[src/rtl/imem_boot_loader.sv]
// -----------------------------------------------------------------------------
// imem_boot_loader
//
// Instruction-memory stage that sits directly in front of the single-cycle
// core. It owns the instruction RAM, fetches Instr from the core's PC, and keeps
// the core in reset until a complete program has been streamed in.
//
// The program arrives as a little-endian byte stream over a valid/ready
// handshake, with four bytes per 32-bit word. A clean stream ends with
// load_last on the fourth byte of a word. When that happens the loader moves to
// RUN and releases core_reset. A malformed stream moves the loader to ERROR and
// the core stays in reset. An early load_last or a memory overflow counts as
// malformed. RUN and ERROR are left only through reset.
//
// Optional build macro:
//   IMEM_CHECKSUM_EN - the final stream word is a 32-bit checksum. It equals
//                      the mod-2^32 sum of all data words. It is compared, not
//                      stored, and a mismatch leads to ERROR.
//
// Ports:
//   clk         system clock, all state on rising edge
//   reset       synchronous, active-high reset
//   load_valid  byte present on load_byte
//   load_ready  loader accepts a byte this cycle (LOAD state only)
//   load_byte   program byte, little-endian within each word
//   load_last   marks the final byte of the stream
//   PC          fetch address from the core (byte address, word aligned)
//   Instr       instruction to the core (NOP_INSTR while core is held)
//   core_reset  active-high reset to the core
//   load_done   program loaded, core running
//   load_error  malformed stream detected
//   word_count  number of words written to memory
// -----------------------------------------------------------------------------
module imem_boot_loader #(
    parameter int          ADDR_WIDTH = 6,
    parameter logic [31:0] NOP_INSTR  = 32'h00000013
) (
    input  logic                  clk,
    input  logic                  reset,
    input  logic                  load_valid,
    output logic                  load_ready,
    input  logic [7:0]            load_byte,
    input  logic                  load_last,
    input  logic [31:0]           PC,
    output logic [31:0]           Instr,
    output logic                  core_reset,
    output logic                  load_done,
    output logic                  load_error,
    output logic [ADDR_WIDTH:0]   word_count
);

    localparam int DEPTH = 2 ** ADDR_WIDTH;

    // word_count value that means every memory location has been filled.
    localparam logic [ADDR_WIDTH:0] FULL_COUNT = {1'b1, {ADDR_WIDTH{1'b0}}};

    typedef enum logic [1:0] {
        ST_LOAD  = 2'd0,
        ST_RUN   = 2'd1,
        ST_ERROR = 2'd2
    } state_t;

    state_t                state_reg, state_next;
    logic [1:0]            byte_idx_reg, byte_idx_next;
    // Only the low three bytes need to be held. The fourth byte arrives on the
    // cycle the word completes and is used directly.
    logic [23:0]           asm_reg, asm_next;
    logic [ADDR_WIDTH:0]   word_count_reg, word_count_next;

    logic [31:0]           mem [DEPTH];
    logic                  mem_we;
    logic [31:0]           word_full;
    logic                  xfer;
    logic                  mem_full;

`ifdef IMEM_CHECKSUM_EN
    logic [31:0]           sum_reg, sum_next;
`endif

    assign xfer      = load_valid && (state_reg == ST_LOAD);
    assign word_full = {load_byte, asm_reg};
    assign mem_full  = (word_count_reg == FULL_COUNT);

    // -------------------------------------------------------------------------
    // State register
    // -------------------------------------------------------------------------
    always_ff @(posedge clk) begin
        if (reset) begin
            state_reg      <= ST_LOAD;
            byte_idx_reg   <= 2'd0;
            asm_reg        <= 24'd0;
            word_count_reg <= '0;
`ifdef IMEM_CHECKSUM_EN
            sum_reg        <= 32'd0;
`endif
        end else begin
            state_reg      <= state_next;
            byte_idx_reg   <= byte_idx_next;
            asm_reg        <= asm_next;
            word_count_reg <= word_count_next;
`ifdef IMEM_CHECKSUM_EN
            sum_reg        <= sum_next;
`endif
        end
    end

    // -------------------------------------------------------------------------
    // Next-state logic: byte assembly, word commit, terminal-state decisions
    // -------------------------------------------------------------------------
    always_comb begin
        state_next      = state_reg;
        byte_idx_next   = byte_idx_reg;
        asm_next        = asm_reg;
        word_count_next = word_count_reg;
        mem_we          = 1'b0;
`ifdef IMEM_CHECKSUM_EN
        sum_next        = sum_reg;
`endif

        if (xfer) begin
            byte_idx_next = byte_idx_reg + 2'd1;

            if (byte_idx_reg != 2'd3) begin
                // Mid-word byte. A last marker here means a truncated word,
                // so the partial word is dropped and nothing is written.
                if (load_last) begin
                    state_next = ST_ERROR;
                end else begin
                    case (byte_idx_reg)
                        2'd0:    asm_next[7:0]   = load_byte;
                        2'd1:    asm_next[15:8]  = load_byte;
                        2'd2:    asm_next[23:16] = load_byte;
                        default: asm_next        = asm_reg;
                    endcase
                end
            end else begin
                // Fourth byte: the word is complete this cycle.
                asm_next = 24'd0;
`ifdef IMEM_CHECKSUM_EN
                if (load_last) begin
                    // The checksum word is never stored, so a full memory
                    // does not block it.
                    state_next = (word_full == sum_reg) ? ST_RUN : ST_ERROR;
                end else if (mem_full) begin
                    state_next = ST_ERROR;
                end else begin
                    mem_we          = 1'b1;
                    word_count_next = word_count_reg + 1'b1;
                    sum_next        = sum_reg + word_full;
                end
`else
                if (mem_full) begin
                    state_next = ST_ERROR;
                end else begin
                    mem_we          = 1'b1;
                    word_count_next = word_count_reg + 1'b1;
                    if (load_last) begin
                        state_next = ST_RUN;
                    end
                end
`endif
            end
        end
    end

    // -------------------------------------------------------------------------
    // Instruction RAM. The write port is used only in LOAD. The read port is
    // asynchronous because the single-cycle core expects Instr in the same
    // cycle as PC. Reads and writes never overlap, because Instr is forced to
    // NOP while loading. Contents deliberately survive reset.
    // -------------------------------------------------------------------------
    always_ff @(posedge clk) begin
        if (mem_we) begin
            mem[word_count_reg[ADDR_WIDTH-1:0]] <= word_full;
        end
    end

    // PC[1:0] and the bits above the memory index are ignored, so fetch
    // addresses wrap around the memory.
    logic [ADDR_WIDTH-1:0] fetch_idx;
    logic                  unused_pc_bits;

    assign fetch_idx      = PC[ADDR_WIDTH+1:2];
    assign unused_pc_bits = &{1'b0, PC[31:ADDR_WIDTH+2], PC[1:0]};

    // -------------------------------------------------------------------------
    // Outputs are decoded from the state register. As a result, core_reset and
    // load_done change on the edge after the final handshake.
    // -------------------------------------------------------------------------
    assign load_ready = (state_reg == ST_LOAD);
    assign core_reset = (state_reg != ST_RUN);
    assign load_done  = (state_reg == ST_RUN);
    assign load_error = (state_reg == ST_ERROR);
    assign word_count = word_count_reg;
    assign Instr      = core_reset ? NOP_INSTR : mem[fetch_idx];

endmodule

[config.mk]
export PLATFORM = sky130hd
export DESIGN_NAME = imem_boot_loader
export DESIGN_NICKNAME = d
export VERILOG_FILES = /design/src/rtl/imem_boot_loader.sv
export SDC_FILE = /design/constraint.sdc
export NUM_CORES = 2
export LEC_CHECK = 0
export ABC_CLOCK_PERIOD_IN_PS = 6660
export BUFFER_PORTS_ARGS = -buffer_cell sky130_fd_sc_hd__buf_4
export CORE_ASPECT_RATIO = 1.25
export CORE_MARGIN = 1
export CORE_UTILIZATION = 50
export CTS_BUF_LIST = sky130_fd_sc_hd__clkbuf_16
export CTS_CLUSTER_SIZE = 28
export DETAILED_ROUTE_END_ITERATION = 7
export GPL_TIMING_DRIVEN = 1
export PLACE_DENSITY = 0.66
export SETUP_SLACK_MARGIN = 0.3
export SLEW_MARGIN = 0
export SYNTH_ARGS = -nofsm -noshare
export SYNTH_HDL_FRONTEND = slang
export SYNTH_SLANG_ARGS = --single-unit
[constraint.sdc]
create_clock -name clk -period 6.66 [get_ports clk]
set_input_delay 0.999 -clock clk [delete_from_list [all_inputs] [get_ports clk]]
set_output_delay 0.999 -clock clk [all_outputs]
set_load 0.02 [all_outputs]
==> flow_metrics.tcl <==
set metrics [dict create \
    min_period_ns 5.48 \
    r2r_cells 6 \
    die_h_um 449 \
    rows 163 \
    detailedRoute.firstIterationViolations 4439 \
    power_density_mw_per_mm2 289 \
    ys_types 54 \
    syn_inst 3498 \
    grt_pass1_wl_um 289000 \
    cap_violations 0 \
    pre_cts_ws_ns 1.13 \
    power.leakage_nw 29.3 \
    largest_reg_flops 2048 \
    synthFlopType "edfxtp_1" \
    cts_setup_buffers 0 \
    timing.final.crit_share 0.823 \
    fill_cells 11500 \
    synth_top_area_share 0.770 \
    core-area_sq_mm 0.158 \
    hold_viol_final 0 \
    area_delta_synth_final_pct 12.6 \
    dpl-instance-area_sq_mm 0.0840 \
    syn_area_sq_mm 0.0799 \
    clk_pin_slew_worst_paths_ns 0.07 \
    synth-edff-count 2048 \
    via_count 38200 \
    critical_path.startpoint_type "flop" \
    arrival_ns 4.48 \
    timing.slew.headroom 0.150 \
    place.gp.congestion 0.817 \
    clock-sinks 2083 \
    clkLatencyLatePin_ns 0.83 \
    htree_levels 4 \
    syn-num-nets 3547 \
    crit_path_end_kind "output port" \
    die-area_sq_mm 0.161 \
    rsz0062_at_grt "false" \
    synth_seq_cells 2083 \
    ys_seq_area_frac 0.779 \
    grt_pass1_vias 38900 \
    register_area_sq_mm 0.0622 \
    drc_errors 0 \
    io_buffers 60 \
    via_per_inst 6.41 \
    num_io_pins 87 \
    drive_gt1_frac 0.298 \
    final_area_sq_mm 0.0899 \
    hold_buffers 0 \
    grt_util_all_layers 0.257 \
    status "finished clean" \
    routedWlPerCell_um 34.3 \
    clock-skew-final_ns 0.0211 \
    startpoint "state_reg[0]$_SDFFE_PP0P_" \
    hpwlAfterDp_um 119000 \
    multi_input_area_sq_mm 0.0171 \
    fin_util 0.568 \
    finalSetupTns_ns 0 \
    vdd_drop_max_uv 267 \
    gr-total-overflow 0 \
    die_w_um 359 \
    tightest_slew_ns 1.28 \
    hold_class "in -> reg" \
    antenna_left 0 \
    setup_viol 0 \
    slew_violations 0 \
    cts_tree "done" \
    nNetsFinal 3795 \
    cp.required_ns 5.66 \
    ys_warn_count 0 \
    holdCritStartpoint "load_last" \
    synth_area_leaders "edfxtp_1, mux4_2, mux2i_1" \
    start_util 0.505 \
    cts_inserted_buffers 187 \
    grt_start_max_net_pins 70 \
    fmax_ghz 0.182 \
    wirelength_um 205000 \
    ctsLongestPathBuffers 3 \
    r2r-start "word_count[3]$_SDFFE_PP0P_" \
    cts_root_buf "clkbuf_16" \
    worstSetupPathType "reg -> out" \
    drt_first_pass_iters 5 \
    layout_setup_ws_ns 1.18 \
    grt_antenna_before_repair 3 \
    crit_path_max_fanout 9 \
    async_flop_share 0 \
    avgSynthCellArea_sq_um 22.8 \
    yosys.area.top_type "edfxtp_1" \
    hold_depth 3 \
    ctsResizeCount 0 \
]
metal layers:
layer	GRT usage	share of wire
met5	0	0.000059
met4	0.105	0.044
met3	0.0395	0.074
met2	0.427	0.50
met1	0.341	0.38
placed cells by master, fill, tap and decap left out, types with 16 or more instances in the layout:
master / netlist / layout
edfxtp_1: 2048 / 2048
mux4_2: 536 / 536
buf_4: 43 / 231
clkbuf_16: 0 / 189
mux2i_1: 110 / 110
a22oi_1: 68 / 68
nor2_4: 0 / 64
nor2_1: 126 / 60
nand2_1: 57 / 57
a21oi_1: 53 / 53
clkinv_1: 0 / 53
inv_1: 6 / 51
nor2b_1: 43 / 41
a211oi_1: 35 / 35
mux2_2: 30 / 30
nand3_1: 28 / 28
dfxtp_2: 0 / 24
clkinv_2: 0 / 23
o21ai_0: 20 / 20
bufinv_16: 0 / 17
o22ai_1: 16 / 16
worst max-delay path, cell delays in order (launching register included):
cell and delay [ns]:
dfxtp_1 0.41, nand2b_1 0.27, inv_1 0.70, nand2_1 0.52
o22ai_1 0.71, nor3_1 0.24, a21oi_1 0.52, buf_4 0.25
worst paths after layout:
check | end | slack [ns]
hold reg to reg | asm_reg[21]$_SDFFE_PP0P_ | 0.49
hold / removal | state_reg[0]$_SDFFE_PP0P_ | 0.44
setup / recovery | Instr[22] | 1.18
setup reg to reg | mem[24][12]$_DFFE_PP_ | 1.98
cell families (layout without fill, tap and decap cells):
group                      Yosys count  in the layout  synth area share
muxes                              676            676             0.169
and+or+nand+nor                    293            293            0.0168
other                                0              1                 0
xor gates and xnor gates             5              5          0.000548
adders and majority gates            5              5          0.000783
buffers and inverters              197            603            0.0136
DFF                               2083           2083             0.779
AOI/OAI and AO/OA                  239            239            0.0203
power by group:
| part | leakage [nW] | internal, mW | total [mW] | switching, mW |
|---|---|---|---|---|
| logic | 6.53 | 0.397 | 0.991 | 0.595 |
| registers | 19.7 | 14.4 | 14.4 | 0.0694 |
| clock network | 3.08 | 5.82 | 10.5 | 4.72 |
| total | 29.3 | 20.6 | 26.0 | 5.38 |
stage by stage:
stage / hold WS [ns] / total power, mW / std cells
after CTS: 0.386 / 26.1 / 5966
after global routing: 0.462 / 26.6 / 5967
after detailed placement: 0.463 / 15.7 / 5619
after floorplan: 0.503 / 15.3 / 3498
final: 0.437 / 26.0 / 5967
after global placement: 0.463 / 15.7 / 5619
synthesized netlist by cell type, drive strengths merged, types with 2 or more instances:
| master | number |
|---|---|
| a31o | 2 |
| mux2i | 110 |
| a211oi | 35 |
| a221oi | 5 |
| o21ai | 22 |
| inv | 7 |
| or3 | 3 |
| a22oi | 68 |
| a22o | 8 |
| a21oi | 53 |
| o2111ai | 2 |
| nor2 | 127 |
| and3 | 3 |
| or3b | 2 |
| xnor2 | 2 |
| a221o | 5 |
| a31oi | 7 |
| o221ai | 3 |
| nand3b | 3 |
| o22ai | 16 |
| nand2b | 4 |
| o211ai | 2 |
| ha | 5 |
| a2111oi | 4 |
| mux4 | 536 |
| buf | 136 |
| mux2 | 30 |
| clkbuf | 54 |
| and2 | 5 |
| o31ai | 2 |
| nor3 | 12 |
| dfxtp | 35 |
| edfxtp | 2048 |
| nand2 | 57 |
| nand3 | 28 |
| xor2 | 3 |
| nor2b | 43 |
| nor3b | 2 |
| or2 | 2 |
area by class of cell:
class                           count  area share
Antenna cell                        1   0.0000278
Clock buffer                      189      0.0526
Clock inverter                    158      0.0137
Inverter                            7    0.000292
Multi-Input combinational cell   1218       0.190
Sequential cell                  2083       0.692
Tap cell                         2062      0.0287
Timing Repair Buffer              249      0.0230
(Power assumes the default switching activity.)
